### config.mk
export PLATFORM = sky130hd
export DESIGN_NAME = uart_tx
export DESIGN_NICKNAME = d
export VERILOG_FILES = /design/src/rtl/uart_pkg.sv /design/src/rtl/uart_tx.sv
export SDC_FILE = /design/constraint.sdc
export NUM_CORES = 1
export LEC_CHECK = 0
export BUFFER_PORTS_ARGS = -buffer_cell sky130_fd_sc_hd__buf_2
export CORE_AREA = 10 10 51 53
export DETAILED_ROUTE_END_ITERATION = 10
export DIE_AREA = 0 0 61 63
export PLACE_DENSITY = 0.75
export SLEW_MARGIN = 20
export SYNTH_ARGS = -nofsm -noshare
export SYNTH_HDL_FRONTEND = slang
export SYNTH_SLANG_ARGS = --single-unit
### constraint.sdc
create_clock -name clk -period 2.2 [get_ports clk]
set_input_delay 0.44 -clock clk [delete_from_list [all_inputs] [get_ports clk]]
set_output_delay 0.44 -clock clk [all_outputs]
set_load 0.005 [all_outputs]
### src/rtl/uart_pkg.sv
// Shared types and helpers for the UART transmitter: FSM state encoding,
// idle line level and the parity-bit calculation.
package uart_pkg;

    typedef enum logic [2:0] {
        IDLE   = 3'd0,
        ARM    = 3'd1,
        START  = 3'd2,
        DATA   = 3'd3,
        PARITY = 3'd4,
        STOP   = 3'd5
    } tx_state_t;

    localparam logic LINE_IDLE = 1'b1;

    // Data narrower than 8 bits is zero-extended by the caller, which leaves the XOR unchanged.
    function automatic logic calc_parity(input logic [7:0] data, input logic odd);
        return (^data) ^ odd;
    endfunction

endpackage

### src/rtl/uart_tx.sv
// UART serial transmitter: start bit, DATA_BITS data bits LSB first, optional parity,
// STOP_BITS stop bits. Parity is compiled in with the macro UART_TX_PARITY_EN.
module uart_tx
    import uart_pkg::*;
#(
    parameter int DATA_BITS  = 8,
    parameter int STOP_BITS  = 1,
    parameter int PARITY_ODD = 0
) (
    input  logic                 clk,
    input  logic                 rst,
    input  logic                 baud_tick,
    input  logic [DATA_BITS-1:0] tx_data,
    input  logic                 tx_valid,
    output logic                 tx_ready,
    output logic                 txd,
    output logic                 tx_busy
);

    localparam int             BW        = $clog2(DATA_BITS);
    localparam logic [BW-1:0]  BIT_LAST  = BW'(DATA_BITS - 1);
    localparam logic           STOP_LAST = 1'(STOP_BITS - 1);

    if (DATA_BITS < 5 || DATA_BITS > 8 || STOP_BITS < 1 || STOP_BITS > 2 ||
        PARITY_ODD < 0 || PARITY_ODD > 1) begin : g_bad_param
        $error("uart_tx: illegal parameter value");
    end

    tx_state_t              state;
    logic [DATA_BITS-1:0]   shift;
    logic [BW-1:0]          bit_cnt;
    logic                   stop_cnt;
`ifdef UART_TX_PARITY_EN
    logic                   parity_q;
`endif

    assign tx_ready = (state == IDLE);

    always_ff @(posedge clk) begin
        if (rst) begin
            state    <= IDLE;
            txd      <= LINE_IDLE;
            tx_busy  <= 1'b0;
            shift    <= '0;
            bit_cnt  <= '0;
            stop_cnt <= 1'b0;
`ifdef UART_TX_PARITY_EN
            parity_q <= 1'b0;
`endif
        end else begin
            case (state)
                IDLE: begin
                    txd <= LINE_IDLE;
                    if (tx_valid) begin
                        shift   <= tx_data;
                        tx_busy <= 1'b1;
                        state   <= ARM;
`ifdef UART_TX_PARITY_EN
                        parity_q <= calc_parity(8'(tx_data), PARITY_ODD != 0);
`endif
                    end
                end
                // A tick on the accept edge is seen in IDLE, so ARM only counts later ticks.
                ARM: begin
                    if (baud_tick) begin
                        txd   <= 1'b0;
                        state <= START;
                    end
                end
                START: begin
                    if (baud_tick) begin
                        txd     <= shift[0];
                        shift   <= shift >> 1;
                        bit_cnt <= '0;
                        state   <= DATA;
                    end
                end
                DATA: begin
                    if (baud_tick) begin
                        if (bit_cnt == BIT_LAST) begin
                            stop_cnt <= 1'b0;
`ifdef UART_TX_PARITY_EN
                            txd   <= parity_q;
                            state <= PARITY;
`else
                            txd   <= LINE_IDLE;
                            state <= STOP;
`endif
                        end else begin
                            txd     <= shift[0];
                            shift   <= shift >> 1;
                            bit_cnt <= bit_cnt + 1'b1;
                        end
                    end
                end
`ifdef UART_TX_PARITY_EN
                PARITY: begin
                    if (baud_tick) begin
                        txd   <= LINE_IDLE;
                        state <= STOP;
                    end
                end
`endif
                STOP: begin
                    if (baud_tick) begin
                        if (stop_cnt == STOP_LAST) begin
                            tx_busy <= 1'b0;
                            state   <= IDLE;
                        end else begin
                            stop_cnt <= stop_cnt + 1'b1;
                        end
                    end
                end
                default: begin
                    txd     <= LINE_IDLE;
                    tx_busy <= 1'b0;
                    state   <= IDLE;
                end
            endcase
        end
    end

endmodule
==> out/metrics.yaml, run 1 <==
clocking:
  path_clk_slew_ns: 0.09
  ctsHoldBuffers: 0
  cts_setup_buffers: 0
  clk_latency_ns: 0.27
  cts.repair.resized: 0
  clkSinkCount: 16
  htreeDepth: 1
  cts_made_buffers: 3
  cts_root_buf: "clkbuf_4"
  cts_buffer_depth: 2
  cts_tree: "built"
layout:
  fill_cells: 163
  drive_above_1_share_pct: 25.7
  n_antenna_cell: 0
  fin_nets: 117
  synthToLayoutAreaGrowth_pct: 8.58
  stdcell_area_sq_um: 918
setup_path:
  cp-start-kind: "flop"
  cp_num_buf_inv: 0
  max_stage_delay_ns: 0.36
  cp_common_cell: "ha_1"
  cp-end-kind: "flop"
  cp_max_fo: 15
  reg2reg_slack_ns: 0.36
  critPathTopFamily: "compound AO/OA/AOI/OAI gates"
  critPathSlowestCell: "o2bb2ai_4"
  crit_chain: "ha_1 -> ha_1 -> and2_4 -> o2bb2ai_4 -> a21oi_1 -> a311oi_1"
  cp_data_arrival_time_ns: 2.02
  crit_type: "reg2reg"
  cp.required_ns: 2.39
min_path:
  hp-class: "in2reg"
power:
  p_per_area_nw_per_um2: 648
  max-vdd-ir-drop_mv: 0.426
  power_leakage_nw: 0.348
yosys:
  async_flop_share_pct: 0
  synthFlopType: "dfxtp_1"
  synth.distinct_cells: 30
  synth_nets: 105
  ys_seq_area_share_pct: 37.9
  synth_area_sq_um: 846
  synthCells: 91
  syn_area_per_cell_sq_um: 9.29
  synth_edf_count: 0
  ys_seq_elements: 16
  synth_warnings: 0
place:
  gp_congestion: 0.776
  dp_hpwl_mm: 1.22
  portBuffers: 14
  post_dp_cell_area_sq_um: 896
timing:
  drv_slew: 0
  skew_ns: 0.00110
  fmax_ghz: 0.545
  rsz0062_at_grt: "false"
  setup_viol: 0
  worstMarginPinSlew_ns: 0.483
  min_period_ns: 1.84
  final-hold-violation-count: 0
  fin_crit_sh_pct: 83.5
  slew_headroom_pct: 67.6
  setup_tns_ns: 0
routing:
  num_vias: 696
  first_pass_iters: 4
  dr.first_iter.drc_count: 8
  wirelength_mm: 1.67
  drc: 0
  wl_per_cell_um: 14.1
  final_antenna_net_count: 0
  avgViaCountPerCell: 5.90
flow_run:
  cap_viol_max_count: 0
floorplanning:
  fp.dieH_um: 63
  ios: 15
  floorplan.rows: 15
  fp.dieArea_sq_um: 3840
  core-area_sq_um: 1650
  die_w_um: 61
  initial_core_util_pct: 51.2
global_route:
  grt_max_degree: 18
  antenna_found_initial: 0
  grt_pass1_wl_mm: 2.89
  globalRouteOverflowTotal: 0
  grt_usage_pct: 9.09
  grt_pass1_vias: 659
outcome:
  run_status: "finished, final reports clean"
[Yosys cell counts (2+ instances only)]
master | instances | area, sq um
a21oi_2 | 3 | 26.3
mux2i_1 | 7 | 70.1
buf_2 | 3 | 15.0
nand2_1 | 7 | 26.3
nor2_1 | 3 | 11.3
clkbuf_1 | 3 | 11.3
a21oi_1 | 10 | 50.1
nand3_1 | 5 | 25.0
o21ai_0 | 3 | 15.0
buf_6 | 2 | 22.5
a31oi_1 | 2 | 12.5
ha_1 | 2 | 25.0
dfxtp_1 | 16 | 320
a311oi_1 | 7 | 61.3
nand3b_1 | 3 | 22.5
[cell families (layout without fill, tap and decap cells)]
| group | count (synthesis) | after routing | share of synthesized area (%) |
|---|---|---|---|
| AND/OR/NAND/NOR | 25 | 25 | 16.7 |
| multiplexers | 7 | 7 | 8.28 |
| flip-flops | 16 | 16 | 37.9 |
| AO/OA/AOI/OAI | 31 | 31 | 27.5 |
| buffers and inverters | 10 | 20 | 6.66 |
| adder cells (fa/ha/maj) | 2 | 2 | 2.96 |
[power by group]
group | switching [mW] | internal [mW]
sequential | 0.0226 | 0.313
clock | 0.0844 | 0.0634
combinational | 0.0551 | 0.0569
[cell usage in the layout (no fill, tap or decap), types with 2 or more instances in the layout]
cell	n
a21oi_2	3
nand3b_1	3
nand2_1	7
clkbuf_4	3
mux2i_1	7
nor2_1	3
o21ai_0	3
buf_2	14
a311oi_1	7
a31oi_1	2
a21oi_1	10
dfxtp_1	16
ha_1	2
nand3_1	5
[worst reg2reg max path: stages (launching register included)]
cell	delay, ns
dfxtp_1	0.35
ha_1	0.21
ha_1	0.25
and2_4	0.20
o2bb2ai_4	0.36
a21oi_1	0.13
a311oi_1	0.26
[final cells by class]
| cell class | count | area, sq um | share of cell area [%] |
|---|---|---|---|
| multi-input combinational | 65 | 469 | 51.1 |
| sequential | 16 | 320 | 34.9 |
| timing repair buffer | 15 | 77.6 | 8.45 |
| clock buffer | 3 | 22.5 | 2.45 |
| tap | 17 | 21.3 | 2.32 |
| inverter | 2 | 7.51 | 0.817 |
[routing by layer]
metal  vias up  share of wire (%)  global-route usage (%)  wire (um)
met5         -                  0                       0          0
met4         0               0.36                    3.30          6
met3         2                3.2                    2.44         54
met2         7                 51                    13.9        855
met1       322                 45                    11.6        750
li1        365                  -                       -          -
[through the flow]
step / instances / setup slack [ns] / power [mW] / hold slack, ns / utilization [%]
6_report: 118 / 0.364 / 0.596 / 0.429 / 55.6
5_1_grt: 118 / 0.228 / 0.630 / 0.429 / 55.6
4_1_cts: 118 / 0.378 / 0.605 / 0.415 / 55.6
3_5_place_dp: 115 / 0.402 / 0.455 / 0.472 / 54.2
3_3_place_gp: 115 / 0.447 / 0.451 / 0.466 / 54.2
2_1_floorplan: 91 / 0.611 / 0.431 / 0.453 / -
[registers in the layout, indices dropped and copies added (netlist names)]
name	cells
state	3
shift	8
txd	1
bit_cnt	3
tx_busy	1
[final timing paths]
| path | startpoint | end | depth (start not counted) |
|---|---|---|---|
| max reg2reg | bit_cnt[0] | shift[3] | 6 |
| min | tx_data[7] | shift[7] | 3 |
| min reg2reg | bit_cnt[1] | bit_cnt[1] | 2 |
| max | bit_cnt[0] | shift[3] | 6 |
(Power assumes the default switching activity.)
==> run 2, diff against run 1 <==
- ABC_AREA: default -> 1
- CORE_AREA: 10 10 51 53 -> 10 10 55 57
- DIE_AREA: 0 0 61 63 -> 0 0 65 67
- PLACE_DENSITY: 0.75 -> 0.69
- clock period: 2.2 -> 1.6 ns (I/O delays scaled with it)
==> out/metrics.yaml, run 2 <==
power:
  internal_power_mw: 1.09  # was 0.433 mW
  max-vdd-ir-drop_mv: 0.775  # was 0.426 mV
  combPwrFrac_pct: 52.5  # was 18.8%
  power.share.switching_pct: 42.4  # was 27.2%
  p_per_area_nw_per_um2: 1770  # was 648 nW/um^2
  p_seq_share_pct: 32.8  # was 56.4%
  p_switching_mw: 0.803  # was 0.162 mW
  power_leakage_nw: 0.589  # was 0.348 nW
  p_clk_share_pct: 14.7  # was 24.8%
yosys:
  synthCells: 144  # was 91
  async_flop_share_pct: 0  # unchanged
  synth_top_cells_by_area: "dfxtp_1, nand2_1, nor2_1"  # was dfxtp_1, mux2i_1, a311oi_1
  ys_seq_area_share_pct: 35.6  # was 37.9%
  synth_nets: 158  # was 105
  synth_common_cells: "nand2_1, nor2_1, dfxtp_1, inv_1, a21oi_1"  # was dfxtp_1, a21oi_1, a311oi_1, mux2i_1, nand2_1
  syn_area_per_cell_sq_um: 6.25  # was 9.29 sq um
  synthFlopType: "dfxtp_1"  # unchanged
  yosysTopAreaCellShare_pct: 35.6  # was 37.9%
  yosysTopAreaCell: "dfxtp_1"  # unchanged
  synth_edf_count: 0  # unchanged
  synth.most_common_cell: "nand2_1"  # was dfxtp_1
  synth.distinct_cells: 16  # was 30
  synth_warnings: 0  # unchanged
  synth_area_sq_um: 900  # was 846 sq um
  ys_seq_elements: 16  # unchanged
global_route:
  grt_usage_pct: 9.46  # was 9.09%
  grt_max_degree: 17  # was 18
  grt_pass1_vias: 821  # was 659
  grt_pass1_wl_mm: 3.33  # was 2.89 mm
  globalRouteOverflowTotal: 0  # unchanged
  antenna_found_initial: 0  # unchanged
floorplanning:
  floorplan.rows: 16  # was 15
  die_w_um: 65  # was 61 um
  core-area_sq_um: 1940  # was 1650 sq um
  fp.dieH_um: 67  # was 63 um
  ios: 15  # unchanged
  fp.dieArea_sq_um: 4360  # was 3840 sq um
  initial_core_util_pct: 46.3  # was 51.2%
clocking:
  path_clk_slew_ns: 0.10  # was 0.09 ns
  cts_buffer_depth: 2  # unchanged
  cts_root_buf: "clkbuf_4"  # unchanged
  htreeDepth: 1  # unchanged
  clkSinkCount: 16  # unchanged
  cts_made_buffers: 3  # unchanged
  ctsHoldBuffers: 0  # unchanged
  cts_tree: "built"  # unchanged
  clk_latency_ns: 0.29  # was 0.27 ns
place:
  gp_congestion: 0.862  # was 0.776
  post_dp_cell_area_sq_um: 1010  # was 896 sq um
  post-place-cells: 186  # was 115
  portBuffers: 14  # unchanged
  dp_hpwl_mm: 1.47  # was 1.22 mm
setup_path:
  crit_type: "reg2reg"  # unchanged
  cp.required_ns: 1.80  # was 2.39 ns
  critPathSlowestCell: "dfxtp_1"  # was o2bb2ai_4
  cp_num_buf_inv: 1  # was 0
  crit_chain: "ha_1 -> ha_1 -> nand2_2 -> o21ai_4 -> nor2_4 -> buf_4 -> nand2_1 -> nand2_1 -> nor2_1"  # was ha_1 -> ha_1 -> and2_4 -> o2bb2ai_4 -> a21oi_1 -> a311oi_1
  cp-start-kind: "flop"  # unchanged
  max_stage_delay_ns: 0.34  # was 0.36 ns
  cp_max_fo: 8  # was 15
  cp_data_arrival_time_ns: 1.73  # was 2.02 ns
  cp-end-kind: "flop"  # unchanged
  critPathTopFamily: "simple AND/OR/NAND/NOR gates"  # was compound AO/OA/AOI/OAI gates
layout:
  largest_register_ffs: 8  # unchanged
  fin_nets: 181  # was 117
  final_util_pct: 55.2  # was 55.6%
  drive_above_1_share_pct: 21.1  # was 25.7%
  top_register: "shift"  # unchanged
  fin_cells: 193  # was 118
  reg.largest.list: "shift: 8 flops, bit_cnt: 3 flops, state: 3 flops"  # unchanged
  final_common_cell: "nand2_1"  # was dfxtp_1
  n_antenna_cell: 0  # unchanged
  synthToLayoutAreaGrowth_pct: 19.2  # was 8.58%
  mostFrequentLayoutCells: "nand2_1, nor2_1, inv_1, dfxtp_1, buf_2"  # was dfxtp_1, buf_2, a21oi_1
  stdcell_area_sq_um: 1070  # was 918 sq um
routing:
  drc: 0  # unchanged
  wl_per_cell_um: 10.3  # was 14.1 um
  num_vias: 877  # was 696
  wirelength_mm: 2.00  # was 1.67 mm
  avgViaCountPerCell: 4.54  # was 5.90
  dr.first_iter.drc_count: 25  # was 8
  first_pass_iters: 4  # unchanged
  final_antenna_net_count: 0  # unchanged
timing:
  setup_viol: 0  # unchanged
  skew_ns: 0.00376  # was 0.00110 ns
  fmax_ghz: 0.652  # was 0.545 GHz
  worstMarginPinSlew_ns: 0.333  # was 0.483 ns
  min_period_ns: 1.53  # was 1.84 ns
  setup_tns_ns: 0  # unchanged
  fin_crit_sh_pct: 95.9  # was 83.5%
  holdWs_ns: 0.245  # was 0.429 ns
  final-hold-violation-count: 0  # unchanged
  slew_headroom_pct: 77.8  # was 67.6%
  drv_slew: 0  # unchanged
flow_run:
  cap_viol_max_count: 0  # unchanged
min_path:
  hp-class: "in2reg"  # unchanged
outcome:
  run_status: "finished, final reports clean"  # unchanged
run 2: metal layers:
metal / GRT usage, % / vias to the layer above / part of all wire (%)
li1: - / 483 / -
met1: 10.4 / 382 / 47
met2: 16.0 / 7 / 48
met3: 3.01 / 5 / 3.3
met4: 4.81 / 0 / 1.8
met5: 0 / - / 0
run 2: stage by stage:
| step | power [mW] | setup slack [ns] |
|---|---|---|
| after detailed placement | 1.54 | 0.0644 |
| after global routing | 2.09 | -0.0161 |
| after global placement | 1.51 | 0.145 |
| after floorplan | 1.34 | 0.195 |
| after CTS | 1.81 | 0.0430 |
| final | 1.89 | 0.0659 |
run 2: area by class of cell:
class,instances,area (sq um)
Sequential cell,16,320
Clock buffer,4,36.3
Tap cell,27,33.8
Multi-Input combinational cell,106,484
Inverter,18,67.6
Timing Repair Buffer,22,130
Fill cell,211,870
run 2: kinds of logic (layout without fill, tap and decap cells):
family / count (synthesis) / count (layout) / synth area share, %
fa+ha+maj: 2 / 2 / 2.78
buf+inv: 22 / 44 / 11.1
flops: 16 / 16 / 35.6
simple gates: 89 / 89 / 40.6
compound gates: 15 / 15 / 9.88
run 2: worst register-to-register path, delay by kind of cell, from the launching register on:
family	cells	cell delay, ns
buf+inv	1	0.17
simple gates	5	0.44
fa+ha+maj	2	0.42
flops	1	0.34
compound gates	1	0.07
run 2: power by group through the flow:
stage / clock, mW / combinational (mW) / sequential (mW)
2_1_floorplan: 0 / 0.747 / 0.596
3_3_place_gp: 0 / 0.889 / 0.625
3_5_place_dp: 0 / 0.905 / 0.631
4_1_cts: 0.281 / 0.911 / 0.621
5_1_grt: 0.296 / 1.15 / 0.637
6_report: 0.279 / 0.994 / 0.621
run 2: worst paths after layout:
| path | startpoint | to | slack, ns | cells after the start |
|---|---|---|---|---|
| min reg2reg | tx_busy | tx_busy | 0.46 | 2 |
| max | bit_cnt[0] | shift[5] | 0.07 | 9 |
| max reg2reg | bit_cnt[0] | shift[5] | 0.07 | 9 |
| min | rst | tx_busy | 0.24 | 2 |
run 2: timing repair:
| item | in CTS | in global routing |
|---|---|---|
| setup endpoints to repair | 0 | 9 |
| setup buffers | 0 | 3 |
| gates resized for setup | 0 | 2 |
